**src/rtl/led_pwm_pkg.sv**
```systemverilog
`default_nettype none
// led_pwm_pkg -- shared mode encoding and configuration widths for the LED fader.
// Rev 1.0
package led_pwm_pkg;

  typedef enum logic [1:0] {
    MODE_OFF     = 2'd0,
    MODE_SOLID   = 2'd1,
    MODE_BLINK   = 2'd2,
    MODE_BREATHE = 2'd3
  } mode_t;

  localparam int PERIOD_W = 16;

endpackage
`default_nettype wire

```
**src/rtl/led_pwm_channel.sv**
```systemverilog
`default_nettype none
// led_pwm_channel -- per-channel mode/phase state and the wrap-synchronised duty register.
// Rev 1.0
module led_pwm_channel
  import led_pwm_pkg::*;
#(
  parameter int PWM_BITS = 8
) (
  input  logic                clki,
  input  logic                rst,
  input  logic                wr_en,
  input  logic [1:0]          wr_mode,
  input  logic [PWM_BITS-1:0] wr_level,
  input  logic [PERIOD_W-1:0] wr_period,
  input  logic                tick,
  input  logic                wrap,
  output logic [PWM_BITS-1:0] duty
);

  localparam logic [PWM_BITS-1:0] B_ONE = PWM_BITS'(1);
  localparam logic [PERIOD_W-1:0] P_ONE = PERIOD_W'(1);

  mode_t               r_mode,     w_mode;
  logic [PWM_BITS-1:0] r_level,    w_level;
  logic [PERIOD_W-1:0] r_period,   w_period;
  logic [PERIOD_W-1:0] r_tick_cnt, w_tick_cnt;
  logic                r_blink_on, w_blink_on;
  logic [PWM_BITS-1:0] r_bright,   w_bright;
  logic                r_falling,  w_falling;
  logic [PWM_BITS-1:0] r_duty,     w_duty;
  logic [PERIOD_W-1:0] w_last;
  logic [PWM_BITS-1:0] w_level_out;

  // A period of 0 is treated as 1, so the last tick index is 0 in both cases.
  assign w_last = (r_period == '0) ? '0 : r_period - P_ONE;

  always_comb begin
    w_level_out = '0;
    case (r_mode)
      MODE_SOLID:   w_level_out = r_level;
      MODE_BLINK:   w_level_out = r_blink_on ? r_level : '0;
      MODE_BREATHE: w_level_out = r_bright;
      default:      w_level_out = '0;
    endcase
  end

  always_comb begin
    w_mode     = r_mode;
    w_level    = r_level;
    w_period   = r_period;
    w_tick_cnt = r_tick_cnt;
    w_blink_on = r_blink_on;
    w_bright   = r_bright;
    w_falling  = r_falling;
    w_duty     = wrap ? w_level_out : r_duty;

    // A write restarts the phase and swallows a coincident tick.
    if (wr_en) begin
      w_mode     = mode_t'(wr_mode);
      w_level    = wr_level;
      w_period   = wr_period;
      w_tick_cnt = '0;
      w_blink_on = 1'b1;
      w_bright   = '0;
      w_falling  = 1'b0;
    end else if (tick) begin
      if (r_tick_cnt >= w_last) begin
        w_tick_cnt = '0;
        w_blink_on = !r_blink_on;
        if (!r_falling) begin
          if (r_bright < r_level) begin
            w_bright  = r_bright + B_ONE;
            w_falling = ((r_bright + B_ONE) == r_level);
          end else begin
            w_falling = 1'b1;
          end
        end else begin
          if (r_bright != '0) begin
            w_bright  = r_bright - B_ONE;
            w_falling = (r_bright != B_ONE);
          end else begin
            w_falling = 1'b0;
          end
        end
      end else begin
        w_tick_cnt = r_tick_cnt + P_ONE;
      end
    end
  end

  always_ff @(posedge clki) begin
    if (rst) begin
      r_mode     <= MODE_OFF;
      r_level    <= '0;
      r_period   <= '0;
      r_tick_cnt <= '0;
      r_blink_on <= 1'b0;
      r_bright   <= '0;
      r_falling  <= 1'b0;
      r_duty     <= '0;
    end else begin
      r_mode     <= w_mode;
      r_level    <= w_level;
      r_period   <= w_period;
      r_tick_cnt <= w_tick_cnt;
      r_blink_on <= w_blink_on;
      r_bright   <= w_bright;
      r_falling  <= w_falling;
      r_duty     <= w_duty;
    end
  end

  assign duty = r_duty;

endmodule
`default_nettype wire

```
**src/rtl/led_pwm_fader.sv**
```systemverilog
`default_nettype none
// led_pwm_fader -- shared timebase prescaler and PWM counter driving NCH fader channels.
// Rev 1.0
module led_pwm_fader
  import led_pwm_pkg::*;
#(
  parameter  int NCH      = 3,
  parameter  int PWM_BITS = 8,
  parameter  int TICK_DIV = 48000,
  localparam int CH_W     = (NCH > 1) ? $clog2(NCH) : 1
) (
  input  logic                clki,
  input  logic                rst,
  input  logic                cfg_we,
  input  logic [CH_W-1:0]     cfg_ch,
  input  logic [1:0]          cfg_mode,
  input  logic [PWM_BITS-1:0] cfg_level,
  input  logic [PERIOD_W-1:0] cfg_period,
  output logic [NCH-1:0]      pwm_out,
  output logic                tick
);

  localparam int               PRE_W    = $clog2(TICK_DIV);
  localparam logic [PRE_W-1:0] PRE_LAST = PRE_W'(TICK_DIV - 1);

  logic [PRE_W-1:0]    r_presc;
  logic [PWM_BITS-1:0] r_pwm_cnt;
  logic [NCH-1:0]      r_pwm_out;
  logic [NCH-1:0]      w_pwm_next;
  logic                w_wrap;
  logic                w_cfg_ok;
  logic [PWM_BITS-1:0] w_duty [NCH];

  assign tick     = !rst && (r_presc == PRE_LAST);
  assign w_wrap   = (r_pwm_cnt == '1);
  assign w_cfg_ok = cfg_we && (int'(cfg_ch) < NCH);

  always_ff @(posedge clki) begin
    if (rst) begin
      r_presc   <= '0;
      r_pwm_cnt <= '0;
      r_pwm_out <= '0;
    end else begin
      r_presc   <= (r_presc == PRE_LAST) ? '0 : r_presc + PRE_W'(1);
      r_pwm_cnt <= r_pwm_cnt + PWM_BITS'(1);
      r_pwm_out <= w_pwm_next;
    end
  end

  for (genvar i = 0; i < NCH; i++) begin : g_ch
    led_pwm_channel #(
      .PWM_BITS (PWM_BITS)
    ) u_channel (
      .clki      (clki),
      .rst       (rst),
      .wr_en     (w_cfg_ok && (cfg_ch == CH_W'(i))),
      .wr_mode   (cfg_mode),
      .wr_level  (cfg_level),
      .wr_period (cfg_period),
      .tick      (tick),
      .wrap      (w_wrap),
      .duty      (w_duty[i])
    );

    assign w_pwm_next[i] = (r_pwm_cnt < w_duty[i]);
  end

  assign pwm_out = r_pwm_out;

endmodule
`default_nettype wire
```
**config.mk**
```make
export PLATFORM = sky130hd
export DESIGN_NAME = led_pwm_fader
export DESIGN_NICKNAME = d
export VERILOG_FILES = /design/src/rtl/led_pwm_pkg.sv /design/src/rtl/led_pwm_channel.sv /design/src/rtl/led_pwm_fader.sv
export SDC_FILE = /design/constraint.sdc
export NUM_CORES = 1
export LEC_CHECK = 0
export CORE_AREA = 4 4 176 178
export DETAILED_ROUTE_END_ITERATION = 10
export DIE_AREA = 0 0 180 182
export SLEW_MARGIN = 40
export SYNTH_ARGS = -nofsm -noshare
export SYNTH_HDL_FRONTEND = slang
export SYNTH_HIERARCHICAL = 1
export SYNTH_SLANG_ARGS = --single-unit
```
**constraint.sdc**
```tcl
create_clock -name clki -period 3.95 [get_ports clki]
set_clock_uncertainty 0.05 [all_clocks]
set_input_delay 0.79 -clock clki [delete_from_list [all_inputs] [get_ports clki]]
set_output_delay 0.79 -clock clki [all_outputs]
set_load 0.05 [all_outputs]
```
==> flow_summary.toml <==
[cts]
insertion_delay_ps = 510
cts_root_buffer = "clkbuf_16"
htree_num_levels = 1
cts.sinks = 207
cts_tree = "done"
numCtsBuffers = 25
clk_path_buf_depth = 3
path_clk_slew_ps = 60

[layout]
final_cell_mix = "nor2_1 (233), dfxtp_1 (207), nand2_1 (145)"
fin_cells = 1967
regArea_sq_mm = 0.004144
multi_input_area_sq_mm = 0.008432
fill_cells = 2783
fin_nets = 1708
syn_to_final_growth_pct = 12.10
drive_above_1_share = 0.08814
layout_commonest_cell = "nor2_1"
diodes = 0

[global_routing]
grt_max_degree = 76
grt_pass1_vias = 10250
grt_first_pass_wirelength_mm = 51.72
grt_use_total = 0.1834
antenna_found_initial = 0
overflow = 0

[floorplan]
core_sq_mm = 0.02940
fp.dieW_um = 180
num_rows = 63
start_util = 0.4464
pin_count = 35
die_y_um = 182
dieArea_sq_mm = 0.03276

[yosys]
synthDistinctLibCells = 79
ys.flop_type = "dfxtp_1"
synthCells = 1549
yosys_warnings = 6
seq_area_frac_synth = 0.3158
async_flop_share = 0
synth_area_sq_mm = 0.01312
synth_edf_count = 0
ys_ff_latch = 207
synthesis.nets = 1696
avgSynthCellArea_sq_um = 8.472
synth_top_area_frac = 0.3158
synth_area_leaders = "dfxtp_1 (32%), ha_1 (11%), mux2i_1 (6.9%)"
synth_top_area_cell = "dfxtp_1"

[placement]
portBuffers = 34
dp_hpwl_mm = 22.58
place_congestion = 0.8415
dp.cells = 1915

[power]
p_per_area_mw_per_mm2 = 364.7
vdd_drop_max_uv = 320.4
p_clk_frac = 0.447
intPower_mw = 3.981
power_leakage_nw = 5.679
p_sw_frac = 0.2580
pwr-share-seq = 0.406
switchingPower_mw = 1.384
pwr-share-comb = 0.146

[critical_path]
cp_slowest_cell = "or4_4"
path_common_cell = "nand4_1"
path_class = "flip-flop to flip-flop"
crit_chain = "or4_4 -> nor4_4 -> nand2b_2 -> nor4_2 -> xor2_1 -> nand2_1 -> ha_1 -> nand4_1 -> or3_1 -> a2111oi_4 -> buf_4 -> o41a_2 -> nand4_1 -> a21oi_1"
cpPeakStageDelay_ps = 590
arrival_ps = 4170
cp-end-kind = "flip-flop"
cp_num_buf_inv = 1
cp_top_family = "simple AND/OR/NAND/NOR gates"
start_kind = "flip-flop"
critPathMaxFanout = 7
critPathRequiredTime_ps = 4340

[route]
vias = 10710
wl_per_cell_um = 15.79
drtPass1Iterations = 5
viasPerCell = 5.446
drc = 0
drt_iter0_markers = 676
postRouteAntennaNets = 0
wl_mm = 31.05

[timing]
hold_violations = 0
min_period_ps = 3777
setup_viol = 0
finalSetupTns_ps = 0
slew_headroom = 0.4369
period_share = 0.9563
fmax_mhz = 264.7
rsz0062_at_grt = "true"
tightest_slew_ps = 842.9
drv_slew = 0

[worst_hold_path]
min_path_type = "flip-flop to flip-flop"

[run]
maxCapViolations = 0

[run_status]
status = "completed"
==> layout make-up <==
type	instances	area share
inverter	78	0.01990
clock inverter	9	0.009866
tap	390	0.03317
timing repair buffer	53	0.03334
clock buffer	34	0.04890
sequential	207	0.2817
multi-input combinational	1196	0.5731
==> state kept, by name, summed over array words and instances (netlist names) <==
| signal | cells |
|---|---|
| g_ch.u_channel/r_falling | 3 |
| g_ch.u_channel/r_period | 48 |
| g_ch.u_channel/r_tick_cnt | 48 |
| g_ch.u_channel/duty | 24 |
| r_pwm_cnt | 8 |
| pwm_out | 3 |
| g_ch.u_channel/r_mode | 6 |
| g_ch.u_channel/r_bright | 24 |
| g_ch.u_channel/r_blink_on | 3 |
| r_presc | 16 |
| g_ch.u_channel/r_level | 24 |
==> through the flow <==
stage | setup WS (ps) | total power, mW | area (sq um) | hold slack (ps) | utilization
2_1_floorplan | 368.3 | 2.799 | 13120 | 396.4 | -
6_report | 172.7 | 5.365 | 14710 | 437.2 | 0.5004
4_1_cts | 111.4 | 5.414 | 14570 | 435.0 | 0.4957
5_1_grt | -28.15 | 5.621 | 14710 | 456.0 | 0.5004
3_3_place_gp | 246.3 | 2.982 | 13710 | 426.3 | 0.4663
3_5_place_dp | 129.9 | 2.996 | 13710 | 429.3 | 0.4663
==> worst reg2reg max path, delay by kind of cell, from the launching register on <==
family	cells	cell delay, ps
simple gates	8	1870
compound gates	3	750
flops	1	360
fa+ha+maj	1	310
buf+inv	1	200
xor+xnor	1	170
==> synthesized netlist by cell type (6+ instances only) <==
cell type / instances
nor2_1: 234
dfxtp_1: 207
nand2_1: 145
ha_1: 116
mux2i_1: 90
xor2_1: 79
inv_1: 78
xnor2_1: 53
a21oi_1: 48
nand3_1: 44
o21ai_0: 40
nor3_1: 35
clkbuf_1: 34
nand4_1: 32
a211oi_1: 28
a22oi_1: 24
nor4_1: 18
buf_2: 15
buf_1: 13
nand2b_1: 12
and3_1: 11
a21o_1: 10
or3_1: 10
o21a_1: 9
o31a_1: 8
a31oi_1: 7
buf_6: 7
a31o_2: 6
a41o_1: 6
or2_2: 6
or4_1: 6
==> power groups by stage <==
stage	Sequential (mW)	Combinational, mW	Clock, mW
floorplan	2.21	0.586	0
global placement	2.22	0.760	0
detailed placement	2.22	0.773	0
CTS	2.18	0.779	2.46
global route	2.18	0.889	2.55
finish	2.18	0.786	2.40
==> metal layers <==
| layer | routed length (um) | track usage | up-vias |
|---|---|---|---|
| met3 | 1178 | 0.02344 | 29 |
| met5 | 0 | 0 | - |
| met4 | 368 | 0.03261 | 0 |
| met2 | 14570 | 0.3113 | 171 |
| met1 | 14940 | 0.2537 | 5030 |
| li1 | - | - | 5482 |
==> kinds of logic (layout without fill, tap and decap cells) <==
logic type,count (synthesis),after routing,share of synthesized area
AND/OR/NAND/NOR,615,615,0.2304
buffers and inverters,148,174,0.04900
AO/OA/AOI/OAI,238,240,0.1349
XOR/XNOR,132,132,0.08809
adder cells (fa/ha/maj),116,116,0.1106
flip-flops,207,207,0.3158
multiplexers,93,93,0.07122
==> path summary, 6_finish.rpt <==
path	start	end	slack, ps	depth (start not counted)
setup / recovery	g_ch[2].u_channel/r_period[5]	g_ch[2].u_channel/r_bright[2]	170	14
hold / removal	g_ch[1].u_channel/duty[4]	g_ch[1].u_channel/duty[4]	440	2
setup reg to reg	g_ch[2].u_channel/r_period[5]	g_ch[2].u_channel/r_bright[2]	170	14
hold reg to reg	g_ch[1].u_channel/duty[4]	g_ch[1].u_channel/duty[4]	440	2
==> timing repair <==
action | 4_1_cts | 5_1_grt
hold buffers | 0 | 0
hold endpoints to repair | 0 | 0
setup buffers | 0 | 7
setup endpoints to repair | 0 | 45
resized for setup | 0 | 8
Power figures use the tool's default switching activity.
